$ cat src/rtl/alu_op_sequencer.sv
// Issue-side sequencer for the arithmetic unit: one instruction per handshake,
// accumulator feedback, latency wait, result return. Optional flags: ALU_SEQ_FLAGS_EN.
module alu_op_sequencer #(
    parameter int DATA_W     = 4,
    parameter int ADDSUB_LAT = 1,
    parameter int SHIFT_LAT  = 3
) (
    input  logic              clk,
    input  logic              reset,
    input  logic              instr_valid,
    output logic              instr_ready,
    input  logic [2:0]        instr_opcode,
    input  logic [DATA_W-1:0] instr_operand,
    output logic              alu_add,
    output logic              alu_sub,
    output logic              alu_lshift,
    output logic              alu_rshift,
    output logic              alu_load_en,
    output logic [DATA_W-1:0] alu_in1,
    output logic [DATA_W-1:0] alu_in2,
    input  logic [DATA_W-1:0] alu_out,
    input  logic              alu_overflow,
    output logic              res_valid,
    input  logic              res_ready,
    output logic [DATA_W-1:0] res_data,
    output logic              res_overflow,
    output logic              err_illegal
`ifdef ALU_SEQ_FLAGS_EN
   ,output logic              res_zero,
    output logic              sticky_ovf
`endif
);

    typedef enum logic [1:0] {IDLE, EXEC, DONE} state_e;
    typedef enum logic [2:0] {
        OP_NOP  = 3'b000,
        OP_ADD  = 3'b001,
        OP_SUB  = 3'b010,
        OP_LSH  = 3'b011,
        OP_RSH  = 3'b100,
        OP_LOAD = 3'b101,
        OP_CLR  = 3'b110,
        OP_ILL  = 3'b111
    } opcode_e;

    localparam int MAX_LAT = (ADDSUB_LAT > SHIFT_LAT) ? ADDSUB_LAT : SHIFT_LAT;
    localparam int CNT_W   = (MAX_LAT > 1) ? $clog2(MAX_LAT) : 1;
    localparam logic [CNT_W-1:0] ADDSUB_CNT = CNT_W'(ADDSUB_LAT - 1);
    localparam logic [CNT_W-1:0] SHIFT_CNT  = CNT_W'(SHIFT_LAT - 1);

    state_e            state_q, state_d;
    opcode_e           opc_q, opc_d;
    logic [CNT_W-1:0]  cnt_q, cnt_d;
    logic [DATA_W-1:0] acc_q, acc_d;
    logic [DATA_W-1:0] opnd_q, opnd_d;
    logic              ovf_q, ovf_d;
    logic              ill_q, ill_d;
    logic              armed_q;
    logic              sticky_q, sticky_d;

    always_ff @(posedge clk or posedge reset) begin
        if (reset) begin
            state_q  <= IDLE;
            opc_q    <= OP_NOP;
            cnt_q    <= '0;
            acc_q    <= '0;
            opnd_q   <= '0;
            ovf_q    <= 1'b0;
            ill_q    <= 1'b0;
            armed_q  <= 1'b0;
            sticky_q <= 1'b0;
        end else begin
            state_q  <= state_d;
            opc_q    <= opc_d;
            cnt_q    <= cnt_d;
            acc_q    <= acc_d;
            opnd_q   <= opnd_d;
            ovf_q    <= ovf_d;
            ill_q    <= ill_d;
            armed_q  <= 1'b1;
            sticky_q <= sticky_d;
        end
    end

    // armed_q keeps instr_ready low until the first edge after reset release
    assign instr_ready  = (state_q == IDLE) && armed_q;
    assign alu_in1      = acc_q;
    assign alu_in2      = opnd_q;
    assign res_valid    = (state_q == DONE);
    assign res_data     = acc_q;
    assign res_overflow = ovf_q;
    assign err_illegal  = ill_q;

    always_comb begin
        state_d     = state_q;
        opc_d       = opc_q;
        cnt_d       = cnt_q;
        acc_d       = acc_q;
        opnd_d      = opnd_q;
        ovf_d       = ovf_q;
        ill_d       = ill_q;
        sticky_d    = sticky_q;
        alu_add     = 1'b0;
        alu_sub     = 1'b0;
        alu_lshift  = 1'b0;
        alu_rshift  = 1'b0;
        alu_load_en = 1'b0;
        case (state_q)
            IDLE: begin
                if (instr_valid && instr_ready) begin
                    opc_d  = opcode_e'(instr_opcode);
                    opnd_d = instr_operand;
                    ovf_d  = 1'b0;
                    case (opcode_e'(instr_opcode))
                        OP_ADD, OP_SUB: begin
                            state_d = EXEC;
                            cnt_d   = ADDSUB_CNT;
                        end
                        OP_LSH, OP_RSH: begin
                            state_d = EXEC;
                            cnt_d   = SHIFT_CNT;
                        end
                        OP_LOAD: begin
                            acc_d   = instr_operand;
                            state_d = DONE;
                        end
                        OP_CLR: begin
                            acc_d    = '0;
                            sticky_d = 1'b0;
                            state_d  = DONE;
                        end
                        OP_ILL: begin
                            ill_d   = 1'b1;
                            state_d = DONE;
                        end
                        default: state_d = DONE;
                    endcase
                end
            end
            EXEC: begin
                alu_add     = (opc_q == OP_ADD);
                alu_sub     = (opc_q == OP_SUB);
                alu_lshift  = (opc_q == OP_LSH);
                alu_rshift  = (opc_q == OP_RSH);
                // cnt only moves in EXEC, so its start value marks the first cycle
                alu_load_en = (alu_lshift || alu_rshift) && (cnt_q == SHIFT_CNT);
                cnt_d       = cnt_q - CNT_W'(1);
                if (cnt_q == '0) begin
                    acc_d   = alu_out;
                    ovf_d   = alu_overflow;
                    state_d = DONE;
                    if (alu_overflow) sticky_d = 1'b1;
                end
            end
            DONE: begin
                if (res_ready) begin
                    ill_d   = 1'b0;
                    state_d = IDLE;
                end
            end
            default: state_d = IDLE;
        endcase
    end

`ifdef ALU_SEQ_FLAGS_EN
    assign res_zero   = res_valid && (acc_q == '0);
    assign sticky_ovf = sticky_q;
`endif

endmodule

$ cat config.mk
export PLATFORM = sky130hd
export DESIGN_NAME = alu_op_sequencer
export DESIGN_NICKNAME = d
export VERILOG_FILES = /design/src/rtl/alu_op_sequencer.sv
export SDC_FILE = /design/constraint.sdc
export NUM_CORES = 1
export LEC_CHECK = 0
export ABC_CLOCK_PERIOD_IN_PS = 1800
export CAP_MARGIN = 10
export CELL_PAD_IN_SITES_DETAIL_PLACEMENT = 1
export CELL_PAD_IN_SITES_GLOBAL_PLACEMENT = 1
export CORE_ASPECT_RATIO = 1.4
export CORE_MARGIN = 2
export CORE_UTILIZATION = 33
export DETAILED_ROUTE_END_ITERATION = 7
export GPL_TIMING_DRIVEN = 0
export PLACE_DENSITY = 0.77
export SYNTH_ARGS = -nofsm -noshare
export SYNTH_HDL_FRONTEND = slang
export SYNTH_SLANG_ARGS = --single-unit
$ cat constraint.sdc
create_clock -name clk -period 1.8 [get_ports clk]
set_clock_uncertainty 0.15 [all_clocks]
set_input_delay 0.36 -clock clk [delete_from_list [all_inputs] [get_ports clk]]
set_output_delay 0.36 -clock clk [all_outputs]
set_load 0.005 [all_outputs]
=== Yosys cells after proc, flatten, opt, wreduce, memory -nomap -nowiden ===
Index checks and enable logic that the tools add are counted.

* Bits in registers: 18
* Latch bits: 0
* Bits in writable memories: 0
* Memory bits (read-only): 0
* Output and inout bits: 21
* Word-level logic and storage cells: 70
* Memories: 0

* $add $sub $neg: 1
* Multipliers: 0
* Divide/modulo/power cells: 0
* $lt $le $gt $ge: 0
* Eq/ne operators: 20
* Shift operators: 0
* Muxes and demuxes: 24
* Bitwise logic cells: 0
* Reduce and logical (&&, ||, !) cells: 17

{| class="wikitable"
|+ Operators with widths
! operator !! count
|-
| 4-bit case mux with 2 select lines || 2
|-
| 3-bit equality test (second input constant) || 5
|-
| 3-bit by 2-bit equality test with 1-bit output (second input constant) || 4
|-
| 1-bit two-way mux || 10
|-
| 2-bit two-way mux || 5
|-
| 3-bit AND reduction || 3
|-
| 4-bit two-way mux || 2
|-
| 2-bit case mux with 2 select lines || 2
|-
| 4-bit AND reduction || 2
|-
| 3-bit by 1-bit equality test with 1-bit output (second input constant) || 2
|-
| 2-bit by 1-bit != test with 1-bit output (second input constant) || 3
|-
| 3-bit by 1-bit != test with 1-bit output (second input constant) || 2
|-
| 2-bit case mux with 3 select lines || 1
|-
| 2-bit equality test (second input constant) || 2
|-
| 2-bit logical NOT || 2
|-
| 1-bit case mux with 2 select lines || 2
|-
| 2-bit nonzero test || 2
|-
| 2-bit OR reduction || 2
|-
| 4-bit OR reduction || 1
|-
| 1-bit logical AND || 3
|-
| 2-bit by 1-bit equality test with 1-bit output (second input constant) || 1
|-
| 2-bit != test (second input constant) || 1
|-
| 2-bit AND reduction || 1
|-
| 2-bit by 1-bit subtractor with 2-bit output (second input constant) || 1
|-
| 1-bit logical OR || 1
|}

=== Longest topological paths before layout ===
Gate-level depths: netlist (run 1).

* Depth in word-level cells: 5
* Mapped depth: 6
* Gate-level depth less buffers: 6

=== Worst setup path after synthesis (run 1) ===
No wires, ideal clock.

* Path type: flip-flop to flip-flop
* From: reg state_q[0]
* To: reg acc_q[0] (netlist: alu_in1[0])
* Setup time: 0.125 ns
* Arrival: 1.324 ns
* Required time: 1.525 ns
* Path slack: 0.202 ns
* Cell stages (with the launch flop): 6
* Buffers on the path: 1
* Cells stage by stage: dfrtp_1 -> buf_6 -> nand3b_4 -> a21o_1 -> nor2_4 -> mux2_2

* Word-level cells in the longest chain between the ends: 5
* Elaborated cells on any way between the ends: 10
* Those cells by class: eq/ne: 4; mux: 1; reduce/logical: 5

{| class="wikitable"
|+ Ends and longest elaborated chain
! what !! line !! RTL
|-
| start, declared || 51 || <nowiki>state_e state_q, state_d;</nowiki>
|-
| start signal, assigned || 73 || <nowiki>state_q <= state_d;</nowiki>
|-
| 2-bit logical NOT || 86, 108 ||
|-
| 1-bit logical AND || 86 || <nowiki>assign instr_ready = (state_q == IDLE) && armed_q;</nowiki>
|-
| 1-bit logical AND || 110 || <nowiki>if (instr_valid && instr_ready) begin</nowiki>
|-
| 2-bit by 1-bit != test with 1-bit output (no source line) || - ||
|-
| 4-bit AND reduction (no source line) || - ||
|-
| end signal, assigned || 66 || <nowiki>acc_q <= '0;</nowiki>
|-
| end signal, assigned || 76 || <nowiki>acc_q <= acc_d;</nowiki>
|-
| end, declared || 54 || <nowiki>logic [DATA_W-1:0] acc_q, acc_d;</nowiki>
|}

Parallel ways exist; a longest one is shown, timed or not.
A chain may end at the register's enable or synchronous reset.

=== Final worst setup path (run 1) ===
* From: reg state_q[1]
* To: out alu_add

* Word-level cells in the longest chain between the ends: 2

{| class="wikitable"
|+ Ends and longest elaborated chain
! what !! line !! RTL
|-
| 2-bit by 1-bit equality test with 1-bit output || 108 || <nowiki>case (state_q)</nowiki>
|-
| 1-bit two-way mux || 108 ||
|-
| end, declared || 14 || <nowiki>output logic alu_add,</nowiki>
|}

No other way between the ends.

==> impl_metrics.toml, run 1 <==
[setup_path]
cp.arrival_ns = 1.38
path_class = "reg -> out"
endpoint_kind = "output port"
cp_max_fo = 4
worstRegToRegCells = 6
r2r-end = "alu_in1[1]$_DFFE_PP0P_"
crit_required_ns = 1.29
crit_start = "state_q[1]$_DFFE_PP0P_"
crit_path_start_kind = "flip-flop"
rrSetupSlack_ns = -0.02
r2r-start = "state_q[0]$_DFFE_PP0P_"

[layout]
drive_above_1_share = 0.443
num_antenna_cells = 0
layout.area.seq_sq_um = 452
fillers = 307
finalNetCount = 168
area_growth_pct = 69.6
final_core_util = 0.592
multi_input_area_sq_um = 548

[timing]
worst_slew_pin_slew_ns = 0.715
clock.fmax_mhz = 530
drv_slew = 0
rsz0062_at_grt = "yes"
setup-tns-final_ns = -0.219
setup_ws_ns = -0.0866
hold_viol = 0
setup_viol = 8
finalCritPeriodShare = 1.05
finalCriticalPeriod_ns = 1.89
slew_headroom = 0.523

[yosys]
ys_ff_latch = 18
synth_cells = 88
synth_top_cell_area_share = 0.448
netlist_area_sq_mm = 0.00100
ys_seq_area_frac = 0.448
synth_fp_nets = 106
synth_most_common_cell = "dfrtp_1"
postSynthAreaPerCell_sq_um = 11.4
synth.area.top_cells = "dfrtp_1 45%, mux2_2 12%, a22o_1 4.4%, nand2_1 3.4%, buf_6 3.4%"
synth_edf_count = 0
synth_async_sr_flop_share = 1.00
yosys.area.top_type = "dfrtp_1"
yosysWarnings = 0
synth_ff_type = "dfrtp_1"
ys_top_cells_by_count = "18 x dfrtp_1, 11 x mux2_2, 9 x nand2_1"
netlist-cell-type-count = 32

[drt]
drt_iter0_drc = 21
postRouteAntennaNets = 0
vias_per_cell = 4.85
wl_per_cell_microns = 16.9
drc_errors = 0
drt-total-wl_mm = 3.15
firstDrtPassIters = 3
vias = 902

[floorplan]
design.core.area_sq_mm = 0.00288
die-area_sq_mm = 0.00351
dieWidth_microns = 50.6
rows = 23
die_h_microns = 69.3
start_util = 0.349
io_pins = 37

[clock_tree]
numCtsBuffers = 3
clkLatencyLatePin_ns = 0.26
cts_hold_buf = 0
clkSlewWorstSetupHoldPaths_ns = 0.07
cts_buffer_depth = 2
cts_root_buffer = "clkbuf_8"
clock-sinks = 18
cts_tree = "done"
htreeDepth = 1

[placed_design]
dp_hpwl_mm = 1.95
gp_congestion = 0.751
port_buffers = 36
dp_slack_ns = -0.447

[global_routing]
grt_max_degree = 19
track_usage = 0.192
grt_pass1_vias = 949
antenna_found_initial = 0
grt_pass1_wl_mm = 4.99
grt_overflow = 0

[power]
max-vdd-ir-drop_mv = 0.879
leakage_nw = 0.797
powerDensity_mw_per_mm2 = 1700

[min_path]
hold_class = "reg -> reg"
holdPathEnd = "alu_in2[1]$_DFFE_PP0P_"
hold_start = "alu_in2[1]$_DFFE_PP0P_"
whs_path_depth = 1

[outcome]
outcome = "finished with violations"
violations = "setup timing"

[job]
drv_cap = 0
-- sequential cells by signal, summed over array words and instances, names as in the netlist --
name	cells
state_q	2
res_overflow	1
alu_in2	4
alu_in1	4
armed_q	1
cnt_q	2
opc_q	3
err_illegal	1
-- placed cells by master, fill, tap and decap left out, types with 3 or more instances in the layout --
cell / Yosys / routed
dfrtp_1: 18 / 17
buf_6: 3 / 8
buf_4: 4 / 19
mux2_4: 0 / 4
nand2_1: 9 / 9
a22o_1: 5 / 5
clkbuf_8: 0 / 4
buf_2: 0 / 6
clkdlybuf4s50_1: 0 / 26
o21ai_0: 4 / 4
inv_1: 4 / 3
mux2_2: 11 / 7
-- metal layers --
| layer | share of wire | vias up | track usage |
|---|---|---|---|
| li1 | - | 429 | - |
| met1 | 0.37 | 447 | 0.211 |
| met2 | 0.59 | 21 | 0.355 |
| met3 | 0.027 | 5 | 0.0259 |
| met4 | 0.017 | 0 | 0.0811 |
| met5 | 0 | - | 0 |
-- repair_timing --
item                       in CTS  in global routing
setup endpoints to repair      11                 15
buffers inserted               14                  8
pin swaps                       2                  6
resized for setup              38                 18
-- kinds of logic (layout without fill, tap and decap cells) --
family / Yosys count / in the layout / share of synthesized area
fa+ha+maj: 2 / 2 / 0.0249
mux: 11 / 11 / 0.123
other cells: 1 / 1 / 0.00373
compound gates: 18 / 18 / 0.138
simple gates: 26 / 26 / 0.174
flops: 18 / 18 / 0.448
xor+xnor: 1 / 1 / 0.00872
buf+inv: 11 / 72 / 0.0785
-- worst max-delay path: stages, from the launching register on --
cell and delay (ns):
dfrtp_2 0.42, nand2b_4 0.16, buf_12 0.13, nor4b_4 0.26, buf_2 0.15
-- report_power, final --
group          total, mW  leakage [nW]  switching [mW]  internal, mW
registers          0.775         0.220           0.173         0.602
clock network      0.337        0.0288           0.142         0.195
logic               1.79         0.549           0.639          1.15
total               2.90         0.797           0.955          1.95
-- worst max path at each step --
stage	slack [ns]	cells after the start	to
after global routing	-0.13	4	alu_add
final	-0.09	4	alu_add
after global placement	-0.44	4	alu_lshift
after floorplan	0.20	5	alu_in1[0]$_DFFE_PP0P_
after CTS	-0.12	5	alu_add
after detailed placement	-0.45	4	alu_lshift
-- per-stage QoR --
stage | instances | area (sq um) | power [mW] | hold WS, ns
after floorplan | 88 | 1000 | 1.42 | 0.149
after global placement | 161 | 1410 | 1.95 | 0.321
after detailed placement | 161 | 1410 | 2.01 | 0.349
after CTS | 179 | 1610 | 2.70 | 0.362
after global routing | 186 | 1700 | 3.09 | 0.396
final | 186 | 1700 | 2.90 | 0.367
-- cell type report --
cell class,instances,area share
tap,37,0.0272
timing repair buffer,58,0.314
inverter,4,0.00881
buffer,6,0.0308
multi-input combinational,59,0.322
sequential,18,0.265
clock buffer,4,0.0323
(Power assumes the default switching activity.)
==> run 2: changes to the inputs <==
--- a/config.mk
+++ b/config.mk
@@ -10,11 +10,13 @@
 export CELL_PAD_IN_SITES_DETAIL_PLACEMENT = 1
 export CELL_PAD_IN_SITES_GLOBAL_PLACEMENT = 1
 export CORE_ASPECT_RATIO = 1.4
-export CORE_MARGIN = 2
+export CORE_MARGIN = 1.5
 export CORE_UTILIZATION = 33
+export CTS_CLUSTER_SIZE = 16
 export DETAILED_ROUTE_END_ITERATION = 7
 export GPL_TIMING_DRIVEN = 0
 export PLACE_DENSITY = 0.77
+export REMOVE_ABC_BUFFERS = 1
 export SYNTH_ARGS = -nofsm -noshare
 export SYNTH_HDL_FRONTEND = slang
 export SYNTH_SLANG_ARGS = --single-unit
==> run 2 against run 1 <==
Compared with the run above:
- sequential power barely moved
- die area fell by 3.4%
- utilization fell by 2.9 points
- critical path type unchanged
- via count rose by 1.9%
- combinational power fell by 7%
- largest cell class is now multi-input gates
- global-route usage rose by 0.43 points
- critical path depth did not move
- register-to-register slack barely moved
- highest routed layer unchanged
- the run still ends with setup timing left
- total power fell by 5.9%
- clock power fell by 16%
==> impl_metrics.toml, run 2 (synthesized netlist as in run 1, its figures left out) <==
[layout]
area_growth_pct = 61.4
finalNetCount = 161
final_common_cell = "clkdlybuf4s50_1"
final_cell_mix = "27 x clkdlybuf4s50_1, 16 x dfrtp_1, 14 x buf_4"
fillers = 313
drive_above_1_share = 0.404
final_core_util = 0.563
num_antenna_cells = 0

[floorplan]
start_util = 0.349
design.core.area_sq_mm = 0.00288
die_h_microns = 68.3
rows = 23
dieWidth_microns = 49.6
die-area_sq_mm = 0.00339
io_pins = 37

[min_path]
hold_class = "reg -> reg"

[timing]
rsz0062_at_grt = "yes"
hold_viol = 0
setup_viol = 4
worst_slew_pin_slew_ns = 0.729
finalCriticalPeriod_ns = 1.86
slew_headroom = 0.514
whs_ns = 0.349
drv_slew = 0
clock.fmax_mhz = 538
finalCritPeriodShare = 1.03
setup_ws_ns = -0.0588

[setup_path]
endpoint_kind = "output port"
cp_max_fo = 6
crit_required_ns = 1.29
cp.arrival_ns = 1.35
crit_path_start_kind = "flip-flop"
path_class = "reg -> out"

[placed_design]
port_buffers = 36
gp_congestion = 0.737
dp_hpwl_mm = 1.86

[clock_tree]
clkSlewWorstSetupHoldPaths_ns = 0.07
cts_tree = "done"
clkLatencyLatePin_ns = 0.25
cts_buffer_depth = 2
numCtsBuffers = 3
cts_hold_buf = 0
cts_root_buffer = "clkbuf_8"
clock-sinks = 18
htreeDepth = 1

[power]
leakage_nw = 0.745
max-vdd-ir-drop_mv = 0.784
powerDensity_mw_per_mm2 = 1680

[drt]
firstDrtPassIters = 4
vias = 919
wl_per_cell_microns = 18.1
dr_wl_met3_microns = 131
wl_met2_mm = 1.80
vias_per_cell = 5.16
top_layer_used = "met4"
drt-total-wl_mm = 3.23
drc_errors = 0
drt_iter0_drc = 10
wl_met1_mm = 1.15
postRouteAntennaNets = 0

[global_routing]
grt_pass1_vias = 981
grt_overflow = 0
track_usage = 0.196
grt_max_degree = 19
antenna_found_initial = 0
grt_pass1_wl_mm = 4.84

[outcome]
outcome = "finished with violations"
violations = "setup timing"

[job]
drv_cap = 0
-- run 2: worst paths after layout --
| check | start | endpoint | slack [ns] | cells after the start |
|---|---|---|---|---|
| max | opc_q[2]$_DFFE_PP0P_ | alu_load_en | -0.06 | 4 |
| min | res_overflow$_DFFE_PP0P_ | res_overflow$_DFFE_PP0P_ | 0.35 | 2 |
| max reg2reg | state_q[0]$_DFFE_PP0P_ | alu_in1[1]$_DFFE_PP0P_ | -0.01 | 6 |
| min reg2reg | res_overflow$_DFFE_PP0P_ | res_overflow$_DFFE_PP0P_ | 0.35 | 2 |
| max in group asynchronous | reset | state_q[0]$_DFFE_PP0P_ | 0.61 | 2 |
| min in group asynchronous | reset | res_overflow$_DFFE_PP0P_ | 0.38 | 2 |
-- run 2: through the flow --
| step | std cells | setup slack [ns] | TNS, ns | total power [mW] | instance area, sq um |
|---|---|---|---|---|---|
| 2_1_floorplan | 81 | 0.192 | 0 | 1.30 | 941 |
| 3_3_place_gp | 154 | -0.495 | -5.59 | 1.82 | 1350 |
| 3_5_place_dp | 154 | -0.507 | -6.09 | 1.87 | 1350 |
| 4_1_cts | 173 | -0.0899 | -0.284 | 2.55 | 1560 |
| 5_1_grt | 178 | -0.114 | -0.522 | 2.91 | 1620 |
| 6_report | 178 | -0.0588 | -0.129 | 2.73 | 1620 |
-- run 2: timing repair --
item	4_1_cts	5_1_grt
setup endpoints to repair	21	18
setup buffers	16	4
cloned	0	1
pin swaps	3	2
endpoints found under the hold margin	0	0
gates resized for setup	38	13
-- run 2: cell type report --
class                           instances  area (sq um)  share of cell area
Multi-Input combinational cell         60           558               0.344
Timing Repair Buffer                   56           508               0.313
Sequential cell                        18           453               0.279
Tap cell                               37          46.3              0.0285
Clock buffer                            3          41.3              0.0255
Inverter                                4          15.0             0.00926
-- run 2: where the power goes --
group          internal [mW]  switching, mW
registers              0.604          0.173
clock network          0.149          0.133
logic                   1.04          0.635
total                   1.79          0.941
-- run 2: critical path, stage by stage, from the launching register on --
cell,delay [ns]
dfrtp_1,0.50
nand2_1,0.16
o21ai_1,0.16
and3_1,0.17
buf_2,0.10
-- run 2: metal layers --
metal | up-vias | GRT usage
met5 | - | 0
li1 | 421 | -
met2 | 33 | 0.397
met3 | 13 | 0.0284
met4 | 0 | 0.0972
met1 | 452 | 0.192
==> run 3: changes to the inputs <==
--- a/config.mk
+++ b/config.mk
@@ -16,6 +16,7 @@
 export DETAILED_ROUTE_END_ITERATION = 7
 export GPL_TIMING_DRIVEN = 0
 export PLACE_DENSITY = 0.77
+export RECOVER_POWER = 50
 export REMOVE_ABC_BUFFERS = 1
 export SYNTH_ARGS = -nofsm -noshare
 export SYNTH_HDL_FRONTEND = slang
==> run 3 against run 2 <==
Compared with the run above:
- the flow still finishes with violations (setup timing)
- non-clock buffer count stayed put
- global-route usage stayed put
- clock power hardly changed
- total power is 0.62% lower
- hold slack stayed put
- critical path depth stayed put
- largest power group unchanged
==> impl_metrics.toml, run 3 (synthesized netlist as in run 1, its figures left out) <==
[outcome]
outcome = "finished with violations"
violations = "setup timing"

[setup_path]
crit_start = "opc_q[2]$_DFFE_PP0P_"
r2r-start = "state_q[0]$_DFFE_PP0P_"
rrSetupSlack_ns = -0.01
cp.arrival_ns = 1.35
crit_required_ns = 1.29
endpoint_kind = "output port"
crit_end = "alu_load_en"
r2r-end = "alu_in1[1]$_DFFE_PP0P_"
path_class = "reg -> out"
cp_max_fo = 6
worstRegToRegCells = 6
crit_path_start_kind = "flip-flop"

[timing]
finalCritPeriodShare = 1.03
drv_slew = 0
whs_ns = 0.349
rsz0062_at_grt = "yes"
setup_viol = 4
slew_headroom = 0.514
finalCriticalPeriod_ns = 1.86
clock.fmax_mhz = 538
worst_slew_pin_slew_ns = 0.729
setup_ws_ns = -0.0588
hold_viol = 0

[drt]
postRouteAntennaNets = 0
vias_per_cell = 5.16
wl_per_cell_microns = 18.1
firstDrtPassIters = 4
drc_errors = 0
drt-total-wl_mm = 3.23
drt_iter0_drc = 10
vias = 919

[clock_tree]
cts_buffer_depth = 2
cts_root_buffer = "clkbuf_8"
clkSlewWorstSetupHoldPaths_ns = 0.07
clkLatencyLatePin_ns = 0.25
htreeDepth = 1
numCtsBuffers = 3
clock-sinks = 18
cts_tree = "done"

[global_routing]
grt_max_degree = 19
track_usage = 0.196
antenna_found_initial = 0
grt_pass1_vias = 981
grt_pass1_wl_mm = 4.84
grt_overflow = 0

[floorplan]
die-area_sq_mm = 0.00339
io_pins = 37
start_util = 0.349
die_h_microns = 68.3
dieWidth_microns = 49.6
rows = 23
design.core.area_sq_mm = 0.00288

[layout]
final_cell_mix = "22 x clkdlybuf4s50_1, 16 x dfrtp_1, 14 x buf_4"
final_common_cell = "clkdlybuf4s50_1"
area_growth_pct = 61.4
fin_cells = 178
fin_area_sq_mm = 0.00162
num_antenna_cells = 0
drive_above_1_share = 0.404
finalNetCount = 161

[power]
powerDensity_mw_per_mm2 = 1670
leakage_nw = 0.750
max-vdd-ir-drop_mv = 0.765

[placed_design]
dp_hpwl_mm = 1.86
gp_congestion = 0.737
port_buffers = 36
post-place-cells = 154
dp_slack_ns = -0.507
postPlaceCellArea_sq_mm = 0.00135

[job]
drv_cap = 0

[min_path]
hold_class = "reg -> reg"
-- run 3: changes by cell type in the layout (fill, tap and decap cells not counted) --
cell | previous run | this run
dlymetal6s4s_1 | 0 | 1
dlygate4sd3_1 | 0 | 5
clkdlybuf4s50_1 | 27 | 22
dlymetal6s2s_1 | 1 | 0
-- run 3: final cells by class --
type | count | area, sq um
flip-flops and latches | 18 | 453
clock buffers | 3 | 41.3
well taps | 37 | 46.3
fillers | 313 | 1260
inverters | 4 | 15.0
repair buffers | 56 | 508
multi-input cells | 60 | 558
-- run 3: timing repair --
| item | CTS | global route |
|---|---|---|
| setup buffers | 16 | 4 |
| hold buffers | 0 | 0 |
| endpoints found under the setup margin | 21 | 18 |
| gates resized for setup | 38 | 13 |
| pin swaps | 3 | 2 |
| gates cloned | 0 | 1 |
-- run 3: worst min-delay path by stage --
stage	startpoint	to	slack, ns	depth (start not counted)
floorplan	reset	alu_in1[0]$_DFFE_PP0P_	0.15	1
global route	alu_in2[1]$_DFFE_PP0P_	alu_in2[1]$_DFFE_PP0P_	0.37	1
finish	res_overflow$_DFFE_PP0P_	res_overflow$_DFFE_PP0P_	0.35	2
global placement	res_overflow$_DFFE_PP0P_	res_overflow$_DFFE_PP0P_	0.32	2
CTS	res_overflow$_DFFE_PP0P_	res_overflow$_DFFE_PP0P_	0.35	2
detailed placement	res_overflow$_DFFE_PP0P_	res_overflow$_DFFE_PP0P_	0.34	2
-- run 3: metal layers --
metal	part of all wire	track usage	wire length, microns
met1	0.35	0.192	1140
met5	0	0	0
met4	0.046	0.0972	147
met3	0.041	0.0284	131
met2	0.56	0.397	1800
-- run 3: worst max-delay path, cell delays in order (launching register included) --
cell     delay [ns]
dfrtp_1        0.50
nand2_1        0.16
o21ai_1        0.16
and3_1         0.17
buf_2          0.10
-- run 3: metrics by stage --
stage          power [mW]  utilization  TNS, ns
2_1_floorplan        1.30            -        0
3_3_place_gp         1.82        0.468    -5.59
3_5_place_dp         1.87        0.468    -6.09
4_1_cts              2.55        0.541   -0.284
5_1_grt              2.89        0.563   -0.522
6_report             2.72        0.563   -0.129
-- run 3: report_power, final --
part	internal, mW	switching, mW
clock network	0.149	0.133
registers	0.604	0.170
logic	1.02	0.635
total	1.78	0.939
